<file path="src/rtl/opll_wr_scheduler.sv">
// Shares one OPLL core between two cart sources: per-source write FIFOs, round-robin grant, recovery-time pacing.
// Latency: strobe at edge N -> opll_wr high in cycle N+2 when idle; pulses spaced >= wait+2 cycles.
// Backpressure: none upstream; full FIFO drops the write and sets overflow[n]. OPLL_WR_STATS_EN adds drop_cnt.
module opll_wr_scheduler #(
  parameter int FIFO_DEPTH = 4,
  parameter int ADDR_WAIT  = 12,
  parameter int DATA_WAIT  = 84,
  parameter int WAIT_W     = 8
) (
  input  logic        clk,
  input  logic        reset,
  input  logic [1:0]  src_wr,
  input  logic [1:0]  src_a0,
  input  logic [15:0] src_din,
  input  logic [1:0]  src_enable,
  input  logic [1:0]  clr_overflow,
  output logic        opll_wr,
  output logic        opll_a0,
  output logic [7:0]  opll_dout,
  output logic        busy,
  output logic [1:0]  overflow
`ifdef OPLL_WR_STATS_EN
  ,
  output logic [15:0] drop_cnt
`endif
);

  localparam int AW = $clog2(FIFO_DEPTH);
  localparam int PW = AW + 1;

  typedef enum logic [1:0] {IDLE, ISSUE, WAIT} state_t;

  state_t            state, state_nxt;
  logic [WAIT_W-1:0] wait_cnt, wait_cnt_nxt;
  logic [PW-1:0]     wr_ptr [2];
  logic [PW-1:0]     rd_ptr [2];
  logic [8:0]        mem [2][FIFO_DEPTH];
  logic [1:0]        fifo_empty, fifo_full, push, pop, drop;
  logic              rr_ptr;
  logic              grant_vld;
  logic              grant_src;

  always_comb begin
    fifo_empty = '0;
    fifo_full  = '0;
    push       = '0;
    drop       = '0;
    for (int n = 0; n < 2; n++) begin
      fifo_empty[n] = (wr_ptr[n] == rd_ptr[n]);
      fifo_full[n]  = (wr_ptr[n][PW-1] != rd_ptr[n][PW-1]) &&
                      (wr_ptr[n][AW-1:0] == rd_ptr[n][AW-1:0]);
      // A pop on the same edge frees a slot, so a full FIFO can still accept.
      push[n] = src_wr[n] & src_enable[n] & (~fifo_full[n] | pop[n]);
      drop[n] = src_wr[n] & src_enable[n] & fifo_full[n] & ~pop[n];
    end
  end

  always_comb begin
    grant_vld = (state == IDLE) && (fifo_empty != 2'b11);
    grant_src = rr_ptr;
    case (~fifo_empty)
      2'b01:   grant_src = 1'b0;
      2'b10:   grant_src = 1'b1;
      default: grant_src = rr_ptr;
    endcase
    pop = grant_vld ? (2'b01 << grant_src) : 2'b00;
  end

  always_comb begin
    state_nxt    = state;
    wait_cnt_nxt = wait_cnt;
    case (state)
      IDLE: if (grant_vld) state_nxt = ISSUE;
      ISSUE: begin
        wait_cnt_nxt = opll_a0 ? WAIT_W'(DATA_WAIT) : WAIT_W'(ADDR_WAIT);
        state_nxt    = WAIT;
      end
      WAIT: begin
        // A zero load still spends one cycle here.
        if (wait_cnt <= WAIT_W'(1)) begin
          wait_cnt_nxt = '0;
          state_nxt    = IDLE;
        end else begin
          wait_cnt_nxt = wait_cnt - WAIT_W'(1);
        end
      end
      default: state_nxt = IDLE;
    endcase
  end

  assign opll_wr = (state == ISSUE);
  assign busy    = (state != IDLE) || (fifo_empty != 2'b11);

  always_ff @(posedge clk) begin
    if (reset) begin
      state     <= IDLE;
      wait_cnt  <= '0;
      rr_ptr    <= 1'b0;
      opll_a0   <= 1'b0;
      opll_dout <= '0;
      overflow  <= '0;
      for (int n = 0; n < 2; n++) begin
        wr_ptr[n] <= '0;
        rd_ptr[n] <= '0;
      end
    end else begin
      state    <= state_nxt;
      wait_cnt <= wait_cnt_nxt;
      if (grant_vld) begin
        rr_ptr               <= ~grant_src;
        {opll_a0, opll_dout} <= mem[grant_src][rd_ptr[grant_src][AW-1:0]];
      end
      for (int n = 0; n < 2; n++) begin
        if (push[n]) wr_ptr[n] <= wr_ptr[n] + PW'(1);
        if (pop[n])  rd_ptr[n] <= rd_ptr[n] + PW'(1);
        if (drop[n])              overflow[n] <= 1'b1;
        else if (clr_overflow[n]) overflow[n] <= 1'b0;
      end
    end
  end

  always_ff @(posedge clk) begin
    for (int n = 0; n < 2; n++) begin
      if (push[n]) mem[n][wr_ptr[n][AW-1:0]] <= {src_a0[n], src_din[8*n +: 8]};
    end
  end

`ifdef OPLL_WR_STATS_EN
  logic [7:0] drop_cnt_r [2];

  always_ff @(posedge clk) begin
    if (reset) begin
      drop_cnt_r[0] <= '0;
      drop_cnt_r[1] <= '0;
    end else begin
      for (int n = 0; n < 2; n++) begin
        if (clr_overflow[n])                         drop_cnt_r[n] <= '0;
        else if (drop[n] && drop_cnt_r[n] != 8'hFF)  drop_cnt_r[n] <= drop_cnt_r[n] + 8'd1;
      end
    end
  end

  assign drop_cnt = {drop_cnt_r[1], drop_cnt_r[0]};
`endif

endmodule

</file>
<file path="config.mk">
export PLATFORM = sky130hd
export DESIGN_NAME = opll_wr_scheduler
export DESIGN_NICKNAME = d
export VERILOG_FILES = /design/src/rtl/opll_wr_scheduler.sv
export SDC_FILE = /design/constraint.sdc
export NUM_CORES = 1
export LEC_CHECK = 0
export BUFFER_PORTS_ARGS = -buffer_cell sky130_fd_sc_hd__buf_4
export CORE_MARGIN = 8
export CORE_UTILIZATION = 35
export DETAILED_ROUTE_END_ITERATION = 16
export MAX_ROUTING_LAYER = met4
export PLACE_DENSITY = 0.55
export SLEW_MARGIN = 10
export SYNTH_ARGS = -nofsm -noshare
export SYNTH_HDL_FRONTEND = slang
export SYNTH_SLANG_ARGS = --single-unit
</file>
<file path="constraint.sdc">
create_clock -name clk -period 5.4 [get_ports clk]
set_input_delay 0.54 -clock clk [delete_from_list [all_inputs] [get_ports clk]]
set_output_delay 0.54 -clock clk [all_outputs]
set_load 0.01 [all_outputs]
</file>
* Word-level counts from Yosys, hierarchy flattened
Memories as Yosys holds them, arrays and structs flattened. Cells that the tools add are included.
Cells by class: add/sub/neg operators 5, $lt $le $gt $ge 6, eq/ne operators 13, shift-type cells 1, mux-type cells 39, bitwise gates (word level) 23, reductions and logical operators 12
Operator list (count):
- 36-bit 2-to-1 mux | 2
- 9-bit demux with 2-bit select | 2
- 9-bit 2-to-1 mux | 4
- 9-bit binary-select mux with 2-bit select | 1
- 1-bit 2-to-1 mux | 18
- 8-bit one-hot mux with 2 select lines | 1
- 3-bit by 1-bit adder with 3-bit output (second input constant) | 4
- 3-bit 2-to-1 mux | 4
- 3-bit greater-or-equal comparator (second input constant) | 3
- 2-bit inverter with 3-bit output | 3
- 1-bit bitwise AND | 8
- 8-bit by 1-bit <= comparator with 1-bit output (second input constant) | 1
- 8-bit 2-to-1 mux | 1
- 2-bit nonzero test | 4
- 8-bit by 1-bit subtractor with 8-bit output (second input constant) | 1
- 7-bit 2-to-1 mux | 1
- 3-bit equality test | 2
- 3-bit by 1-bit less-than comparator with 1-bit output (second input constant) | 2
- 2-bit 2-to-1 mux | 3
- 2-bit != test (second input constant) | 3
- 1-bit bitwise OR | 6
- 2-bit one-hot mux with 3 select lines | 1
- 1-bit logical AND | 5
- 1-bit inverter | 5
- other kinds (10) | 14
Storage, ports and cells: bits in registers 22, bits in writable memories 84, input bits 26, output and inout port bits 13, word-level logic and storage cells 109, memories 3
Memories:
- mem | words 2, width 36, read ports 1, clocked after Yosys merged registers in 0, write ports 2, RTL line 37 | logic [8:0] mem [2][FIFO_DEPTH];
- rd_ptr | words 2, width 3, read ports 3, clocked after Yosys merged registers in 0, write ports 2, RTL line 36 | logic [PW-1:0] rd_ptr [2];
- wr_ptr | words 2, width 3, read ports 2, clocked after Yosys merged registers in 0, write ports 2, RTL line 35 | logic [PW-1:0] wr_ptr [2];

* Longest topological paths before layout
Gate-level depths: netlist of run 1.
word-level depth 12, mapped depth 10, depth with buffers taken out 9

* Worst setup path before layout of run 1
No wires, ideal clock.
path type reg2reg, from mem rd_ptr[0][0] (netlist name), to mem mem[1][0] (netlist name), enable pin, arrival time 2.232 ns, required time 5.063 ns, setup slack 2.831 ns, stages on the path, launching flop included 10, path buffers 1, period minus slack after synthesis 2.569 ns, cell sequence edfxtp_1 buf_2 xnor2_1 nand2_1 nor2_1 ha_1 mux2i_1 o2111ai_1 nor2b_1 and2_1
RTL lines (RTL line):
- start: declaration | 36
- end: declaration | 37

==> results of run 1 <==
==> worst paths after layout <==
check | start | endpoint | slack [ns] | cells past startpoint
worst min-delay path | src_din[8] | mem[1][9]$_DFFE_PP_ | 0.39 | 1
worst max register to register | rd_ptr[1][0]$_SDFFCE_PN0P_ | mem[0][29]$_DFFE_PP_ | 2.24 | 7
worst min register to register | state[0]$_SDFFE_PP0P_ | state[0]$_SDFFE_PP0P_ | 0.50 | 2
worst max-delay path | rd_ptr[1][0]$_SDFFCE_PN0P_ | mem[0][29]$_DFFE_PP_ | 2.24 | 7
==> state kept, by name, indices dropped and copies added, names as in the netlist <==
register   flops
rr_ptr         1
opll_a0        1
opll_dout      8
state          2
wr_ptr         6
rd_ptr         6
overflow       2
wait_cnt       8
mem           72
==> layout make-up <==
class	instances	area [um2]
clock inverter	5	67.6
fill	1189	7360
inverter	16	60.1
tap	172	215
clock buffer	11	243
timing repair buffer	38	285
sequential	106	2960
multi-input combinational	188	1480
==> cell usage in the layout (no fill, tap or decap), types with 3 or more instances in the layout <==
cell type,count
nand2b_1,9
mux4_2,10
nor2b_1,8
nand3_1,3
and3_1,4
ha_1,18
dfxtp_1,22
edfxtp_1,84
nor3_1,9
inv_1,16
a21oi_1,4
mux2i_1,5
o22ai_1,9
clkbuf_16,9
nand2_1,13
o21ai_0,4
a22oi_1,7
nor2_1,30
nor3b_1,3
o41ai_1,7
and2_1,8
xnor2_1,10
buf_4,38
==> metal layers <==
layer,GRT usage,vias up,share of wire
met5,-,-,0
met2,0.173,44,0.46
met1,0.152,1255,0.49
met3,0.0290,9,0.029
li1,-,1280,-
met4,0.0512,0,0.017
==> metrics by stage <==
stage / cell area (um2) / utilization / cells / setup slack [ns] / total power [W]
after floorplan: 4550 / - / 321 / 2.83 / 0.00174
after global placement: 5000 / 0.395 / 520 / 2.30 / 0.00196
after detailed placement: 5000 / 0.395 / 520 / 2.17 / 0.00198
after global routing: 5310 / 0.419 / 536 / 1.89 / 0.00280
after CTS: 5310 / 0.419 / 536 / 2.16 / 0.00267
final: 5310 / 0.419 / 536 / 2.24 / 0.00264
==> cell families (layout without fill, tap and decap cells) <==
| kind of cell | Yosys count | after routing |
|---|---|---|
| AO/OA/AOI/OAI | 48 | 48 |
| XOR/XNOR | 12 | 12 |
| adder cells (fa/ha/maj) | 18 | 18 |
| buffers and inverters | 27 | 70 |
| flip-flops | 106 | 106 |
| multiplexers | 16 | 16 |
| AND/OR/NAND/NOR | 94 | 94 |
==> where the power goes <==
part           switching (W)  internal (W)  total, W
clock network       0.000297      0.000380  0.000677
registers           0.000128       0.00101   0.00114
logic               0.000439      0.000381  0.000820
==> worst register-to-register path, cell delays in order, from the launching register on <==
cell	delay, ns
edfxtp_1	0.77
xnor2_1	0.21
and2_1	0.15
nand2_1	0.07
ha_1	0.32
mux2_2	0.40
o2111ai_2	0.39
and3_1	0.51
==> metrics, run 1 <==
status complete, no violations; total vias in the final route 2588; H-tree level count 3; Main synth FF type edfxtp_1; Num CTS Buffers 9; Avg WL per Cell 16.8 um; clk_skew 0.00649 ns; Synth cell types 45; GRT Util Overall 0.118; vias in the first global route 2673; Detailed Route Iter0 Violations 231; layout cells sized above 1 0.198; Post-synth EDFFs 84; # setup viols final 0; drt total wl 9030 um; post-route minimum period 3.16 ns; Boundary Pins 39; hold crit path type in -> reg; CTS tree yes; Static Leak 1.91 nW; Antenna Nets Post-Route 0; Max clock buf depth 2; row cnt 41; post-synthesis mux area share 0.0630; DIE HEIGHT 130 um; CP required 5.40 ns; Synth Warn # 0; max_cap viols 0; Seq cells post-synth 106; WHS 0.395 ns; Relative slew margins 0.559; first-pass GRT wire length 14600 um; die area 16900 um2; Netlist Area Pre-Place 4550 um2; Clock Latency Late Sink 0.35 ns; CORE AREA 12700 um2; Compound-Gate Fraction of Synth Area 0.0831; delay-heaviest family, CP flip-flops; simple-gate portion of the synthesized area 0.106; initial antenna violation count 0; Area contributors post-synth edfxtp_1 55%, dfxtp_1 9.7%, ha_1 5.0%; clock root cell clkbuf_16; Adder-Cell Fraction of Synth Area 0.0495; Worst Tran Pin Value 0.643 ns; Layout area overhead 16.8%; drt drc 0; commonest cells in the netlist 84 x edfxtp_1, 30 x nor2_1, 22 x dfxtp_1; Port Buffers 38; slowest library cell on the worst path edfxtp_1; largest family of logic cells by synthesized area simple AND/OR/NAND/NOR gates; PwrDens 496 nW/um2; VDD IR-drop max 0.195 mV; cell taking the most area after synthesis edfxtp_1; CTS-repair resized insts 0; Clock transition at path regs 0.07 ns; Crit Path Max Fanout 12; final-report hold violation count 0; asr flop ratio synth 0; maximum number of pins on one net before global-route repair 29; Mean Syn Cell Area 14.2 um2; drt via density 4.83; antenna fix cells 0; area share of the leading cell type in the synthesized netlist 0.555; most frequent cell after synthesis edfxtp_1; cts hold-fix bufs 0; Max Clk Rate 316 MHz; DRT Pass-1 Iters 4; WS Path Type reg -> reg; Clock Sinks 106; Setup TNS 0 ns; syn_nets 365; CP Capture Type register; Setup Buffers After CTS 0; crit-path cells xnor2_1 -> and2_1 -> nand2_1 -> ha_1 -> mux2_2 -> o2111ai_2 -> and3_1; Final Max Slew Viols 0; initial core utilization 0.359; startpoint types register; Final #Nets 403; Slowest Stage Delay on Critical Path 0.77 ns; Die Wd 130 um; GRT overflow 0; Final GP Congestion 0.776; Mapped Cells 321; Seq/Total Area, Yosys 0.651; final period utilization 0.586; DP HPWL 6790 um; Arrival @ worst endpoint 3.16 ns; RSZ-0062 raised after global routing false; post-synthesis xor/xnor area fraction 0.0231; worst path buffer plus inverter count 0
(Power assumes the default switching activity.)
==> run 2, diff against run 1 <==
==> constraint.sdc (replaced) <==
create_clock -name clk -period 3.3 [get_ports clk]
set_input_delay 0.33 -clock clk [delete_from_list [all_inputs] [get_ports clk]]
set_output_delay 0.33 -clock clk [all_outputs]
set_load 0.01 [all_outputs]
==> run 2 against run 1 <==
Against the previous run: non-clock buffer count grew 4; sequential cell count unchanged; combinational power up 77%; sequential power is 57% higher; clock skew increased by 0.0032 ns; via count grew 2.5%; clock power rose by 55%; power rose by 63%; critical endpoint is now mem[1][32]$_DFFE_PP_.
==> metrics, run 2 (synthesized netlist as in run 1, its figures left out) <==
status complete, no violations; Port Buffers 38 (unchanged); most common cell after layout, fill and taps aside edfxtp_1; Final Core Density 0.420 (+0.00128); cts hold-fix bufs 0 (unchanged); CP required 3.30 ns (-2.10 ns); H-tree level count 3 (unchanged); Crit Path Max Fanout 10 (-2); post-route minimum period 2.98 ns (-0.185 ns); Static Leak 1.92 nW (+0.58%); r2r setup slk 0.32 ns (-1.91 ns); Hold Crit Start src_din[12]; most frequent cells in the layout 84 x edfxtp_1, 42 x buf_4, 30 x nor2_1, 22 x dfxtp_1, 18 x ha_1; CTS tree yes; layout cells sized above 1 0.209 (+0.0114); total vias in the final route 2652 (+2.5%); CP Capture Type register; clock network fraction of total power 0.245 (-0.012); worst hold stages 1 (unchanged); CORE AREA 12700 um2 (unchanged); startpoint types register; VDD IR-drop max 0.307 mV (+58%); Clock transition at path regs 0.07 ns (about the same); Switch Pwr 0.00144 W (+66%); final period utilization 0.902 (+0.317); Setup Buffers After CTS 0 (unchanged); Final Max Slew Viols 0 (unchanged); PwrDens 805 nW/um2 (+62%); Final GP Congestion 0.738 (-4.9%); Detailed Route Iter0 Violations 306 (+32%); drt total wl 9000 um (-0.23%); Num CTS Buffers 9 (unchanged); DRT Pass-1 Iters 4 (unchanged); Arrival @ worst endpoint 2.98 ns (-0.18 ns); Reg-to-Reg End mem[1][32]$_DFFE_PP_; # setup viols final 0 (unchanged); drt drc 0 (unchanged); Clock Latency Late Sink 0.36 ns (about the same); Die Wd 130 um (unchanged); clk_skew 0.00968 ns (+0.00319 ns); row cnt 41 (unchanged); initial antenna violation count 0 (unchanged); Antenna Nets Post-Route 0 (unchanged); switch share 0.335 (+0.00676); Final #Nets 407 (+0.99%); die area 16900 um2 (unchanged); Max clock buf depth 2 (unchanged); P_int 0.00286 W (+61%); first-pass GRT wire length 14500 um (-0.34%); max reg flops 72 (unchanged); antenna fix cells 0 (unchanged); R2R cell count 8 (+1); max_cap viols 0 (unchanged); GRT Util Overall 0.118 (-0.000207); Relative slew margins 0.593 (+0.0339); WHS 0.180 ns (-0.215 ns); initial core utilization 0.359 (unchanged); worst r2r src rd_ptr[0][1]$_SDFFCE_PN0P_; clock root cell clkbuf_16; Setup TNS 0 ns (unchanged); Max Clk Rate 336 MHz (+6.2%); Layout area overhead 17.1%; Hold EP mem[1][13]$_DFFE_PP_; drt via density 4.91 (+1.7%); vias in the first global route 2651 (-0.82%); DIE HEIGHT 130 um (unchanged); WS Path Type reg -> reg; final-report hold violation count 0 (unchanged); maximum number of pins on one net before global-route repair 29 (unchanged); RSZ-0062 raised after global routing false; Logic pwr share 0.338 (+0.027); DP HPWL 6810 um (+0.33%); GRT overflow 0 (unchanged); CTS-repair resized insts 0 (unchanged); Worst Tran Pin Value 0.608 ns (-0.0347 ns); FILL cells 1185 (-0.34%); hold crit path type in -> reg; sequential power share 0.417 (-0.015); Boundary Pins 39 (unchanged); Avg WL per Cell 16.7 um (-0.97%); Clock Sinks 106 (unchanged)
-- run 2: per-layer routing --
layer / up-vias / part of all wire / global-route usage / wire length (um)
li1: 1290 / - / - / -
met1: 1306 / 0.48 / 0.150 / 4290
met2: 45 / 0.46 / 0.172 / 4170
met3: 11 / 0.040 / 0.0265 / 362
met4: 0 / 0.020 / 0.0615 / 182
met5: - / 0 / - / 0
-- run 2: final cells by class --
class,count,area (um2),share of cell area
clock buffers,10,239,0.0449
clock inverters,6,57.6,0.0108
inverters,16,60.1,0.0113
multi-input cells,188,1480,0.277
flip-flops and latches,106,2960,0.556
well taps,172,215,0.0404
repair buffers,42,315,0.0592
-- run 2: critical path, stage by stage (launching register included) --
cell and delay [ns]:
edfxtp_1 0.53, xnor2_1 0.29, nand2_1 0.08, nor2_1 0.16
ha_1 0.28, mux2i_1 0.18, o2111ai_1 0.34, nor2b_1 0.32
and2_1 0.44
-- run 2: worst max path at each step --
stage                                from  slack [ns]              endpoint
2_1_floorplan  rd_ptr[0][0]$_SDFFCE_PN0P_        0.73   mem[1][0]$_DFFE_PP_
3_3_place_gp   rd_ptr[0][1]$_SDFFCE_PN0P_        0.32  mem[1][18]$_DFFE_PP_
3_5_place_dp   rd_ptr[0][1]$_SDFFCE_PN0P_        0.30  mem[1][24]$_DFFE_PP_
4_1_cts        rd_ptr[0][1]$_SDFFCE_PN0P_        0.26  mem[1][23]$_DFFE_PP_
5_1_grt        rd_ptr[0][1]$_SDFFCE_PN0P_       0.003  mem[1][32]$_DFFE_PP_
6_report       rd_ptr[0][1]$_SDFFCE_PN0P_        0.32  mem[1][32]$_DFFE_PP_
-- run 2: through the flow --
step | setup slack (ns) | power [W] | cells | instance area (um2)
CTS | 0.262 | 0.00433 | 540 | 5330
global route | 0.00269 | 0.00455 | 540 | 5330
global placement | 0.320 | 0.00326 | 524 | 5030
finish | 0.323 | 0.00429 | 540 | 5330
floorplan | 0.731 | 0.00285 | 321 | 4550
detailed placement | 0.304 | 0.00328 | 524 | 5030
-- run 2: power by group through the flow --
| stage | Combinational [W] | Sequential [W] | Clock, W |
|---|---|---|---|
| final | 0.00145 | 0.00179 | 0.00105 |
| after global routing | 0.00162 | 0.00181 | 0.00112 |
| after CTS | 0.00147 | 0.00179 | 0.00107 |
| after detailed placement | 0.00146 | 0.00182 | 0 |
| after global placement | 0.00144 | 0.00182 | 0 |
| after floorplan | 0.00107 | 0.00179 | 0 |
==> run 3, diff against run 2 <==
--- a/config.mk
+++ b/config.mk
@@ -10,7 +10,7 @@
 export CORE_UTILIZATION = 35
 export DETAILED_ROUTE_END_ITERATION = 16
 export MAX_ROUTING_LAYER = met4
-export PLACE_DENSITY = 0.55
+export PLACE_DENSITY_LB_ADDON = 0.15
 export SLEW_MARGIN = 10
 export SYNTH_ARGS = -nofsm -noshare
 export SYNTH_HDL_FRONTEND = slang
==> constraint.sdc (replaced) <==
create_clock -name clk -period 3.3 [get_ports clk]
set_input_delay 0.495 -clock clk [delete_from_list [all_inputs] [get_ports clk]]
set_output_delay 0.495 -clock clk [all_outputs]
set_load 0.01 [all_outputs]
==> run 3 against run 2 <==
Against the previous run: sequential cell count did not move; final area fell by 0.19%; largest cell class unchanged; worst setup slack better by 0.034 ns; die area did not move; critical path depth down 1; non-clock buffer count rose by 1; first-iteration DRC count fell by 61%; global-route usage is 0.30 points higher; cell count is 0.19% higher; utilization down 0.079 points; fmax rose by 1.1%.
==> metrics, run 3 (synthesized netlist as in run 1, its figures left out) <==
WS Path Type reg -> reg; initial core utilization 0.359 (unchanged); drt via density 4.77 (-2.9%); CORE AREA 12700 um2 (unchanged); initial antenna violation count 0 (unchanged); delay-heaviest family, CP simple AND/OR/NAND/NOR gates; Final #Nets 408 (+0.25%); clock root cell clkbuf_16; placed insts 525 (+0.19%); Max Clk Rate 340 MHz (+1.1%); total vias in the final route 2579 (-2.8%); Boundary Pins 39 (unchanged); RSZ-0062 raised after global routing false; startpoint types register; final instance area 5320 um2 (-0.19%); Setup TNS 0 ns (unchanged); pre-CTS setup slack 0.312 ns (+0.00788 ns); FILL cells 1214 (+2.4%); Slowest Stage Delay on Critical Path 0.54 ns (about the same); Max clock buf depth 2 (unchanged); DP HPWL 6730 um (-1.2%); final period utilization 0.892 (-0.0102); CP Capture Type register; crit-path cells xnor2_1 -> nand2_1 -> nor2_1 -> ha_1 -> mux2_2 -> o2111ai_2 -> and3_1; PwrDens 799 nW/um2 (-0.83%); # setup viols final 0 (unchanged); Final Max Slew Viols 0 (unchanged); CP required 3.30 ns (about the same); most common cell after layout, fill and taps aside edfxtp_1; Layout area overhead 16.9%; Arrival @ worst endpoint 2.94 ns (-0.04 ns); Setup Buffers After CTS 0 (unchanged); CTS-repair resized insts 0 (unchanged); status complete, no violations; clk_skew 0.0112 ns (+0.00152 ns); slowest library cell on the worst path edfxtp_1; hold crit path type in -> reg; final non-filler cell total 541 (+0.19%); R2R cell count 7 (-1); die area 16900 um2 (unchanged); Die Wd 130 um (unchanged); Static Leak 1.91 nW (-0.24%); vias in the first global route 2586 (-2.5%); worst path buffer plus inverter count 0 (unchanged); Clock transition at path regs 0.07 ns (about the same); GRT Util Overall 0.121 (+0.00297); first-pass GRT wire length 14700 um (+1.4%); antenna fix cells 0 (unchanged); Port Buffers 38 (unchanged); PnR worst setup slack 0.357 ns (+0.0338 ns); drt drc 0 (unchanged); Num CTS Buffers 9 (unchanged); layout cells sized above 1 0.209 (-0.000567); VDD IR-drop max 0.308 mV (+0.35%); post-route minimum period 2.94 ns (-0.0338 ns); drt total wl 9060 um (+0.58%); most frequent cells in the layout 84 x edfxtp_1, 43 x buf_4, 30 x nor2_1, 22 x dfxtp_1, 18 x ha_1; max reg flops 72 (unchanged); worst hold stages 1 (unchanged); WHS 0.348 ns (+0.168 ns); area taken by multi-input logic gates 1480 um2 (unchanged); Clock Sinks 106 (unchanged); maximum number of pins on one net before global-route repair 29 (unchanged); Final GP Congestion 0.774 (+4.9%); Avg WL per Cell 16.7 um (+0.39%); Relative slew margins 0.585 (-0.00848); max_cap viols 0 (unchanged); total area of sequential cells 2960 um2 (unchanged); row cnt 41 (unchanged); DRT Pass-1 Iters 4 (unchanged); Crit Path Max Fanout 10 (unchanged); GRT overflow 0 (unchanged); Detailed Route Iter0 Violations 120 (-61%); Clock Latency Late Sink 0.35 ns (about the same); critical path depth in cells 7 (-1); H-tree level count 3 (unchanged); Antenna Nets Post-Route 0 (unchanged); final-report hold violation count 0 (unchanged); DIE HEIGHT 130 um (unchanged); cts hold-fix bufs 0 (unchanged); Worst Tran Pin Value 0.606 ns (-0.00236 ns); area post-placement 5040 um2 (+0.15%); CTS tree yes
==> run 3: changes by cell type in the layout (fill, tap and decap cells not counted) <==
| cell | change |
|---|---|
| clkbuf_1 | +1 |
| inv_6 | -1 |
| buf_4 | +1 |
| clkinv_8 | -1 |
| clkbuf_8 | -1 |
| clkinv_4 | +2 |
==> run 3: final timing paths <==
check / from / slack (ns) / endpoint
setup reg to reg: rd_ptr[0][1]$_SDFFCE_PN0P_ / 0.36 / mem[0][29]$_DFFE_PP_
hold / removal: src_din[4] / 0.35 / mem[0][13]$_DFFE_PP_
hold reg to reg: state[0]$_SDFFE_PP0P_ / 0.50 / state[0]$_SDFFE_PP0P_
setup / recovery: rd_ptr[0][1]$_SDFFCE_PN0P_ / 0.36 / mem[0][29]$_DFFE_PP_
==> run 3: where the power goes <==
| group | total (W) | leakage, nW | internal [W] | switching (W) |
|---|---|---|---|---|
| combinational | 0.00145 | 0.817 | 0.000655 | 0.000792 |
| clock | 0.00101 | 0.135 | 0.000521 | 0.000487 |
| sequential | 0.00179 | 0.962 | 0.00165 | 0.000138 |
| total | 0.00425 | 1.91 | 0.00283 | 0.00142 |
==> run 3: metrics by stage <==
| step | utilization | total power [W] |
|---|---|---|
| 6_report | 0.420 | 0.00425 |
| 5_1_grt | 0.420 | 0.00453 |
| 4_1_cts | 0.420 | 0.00430 |
| 3_5_place_dp | 0.398 | 0.00328 |
| 3_3_place_gp | 0.398 | 0.00328 |
| 2_1_floorplan | - | 0.00285 |
==> run 3: layout make-up <==
type / count / area share
repair buffers: 43 / 0.0607
inverters: 16 / 0.0113
well taps: 172 / 0.0405
clock buffers: 10 / 0.0431
multi-input cells: 188 / 0.278
clock inverters: 6 / 0.00941
flip-flops and latches: 106 / 0.557
==> run 3: layer usage <==
| metal | global-route usage | part of all wire | up-vias |
|---|---|---|---|
| met3 | 0.0237 | 0.027 | 14 |
| li1 | - | - | 1285 |
| met5 | - | 0 | - |
| met1 | 0.163 | 0.51 | 1249 |
| met2 | 0.168 | 0.44 | 31 |
| met4 | 0.0635 | 0.022 | 0 |
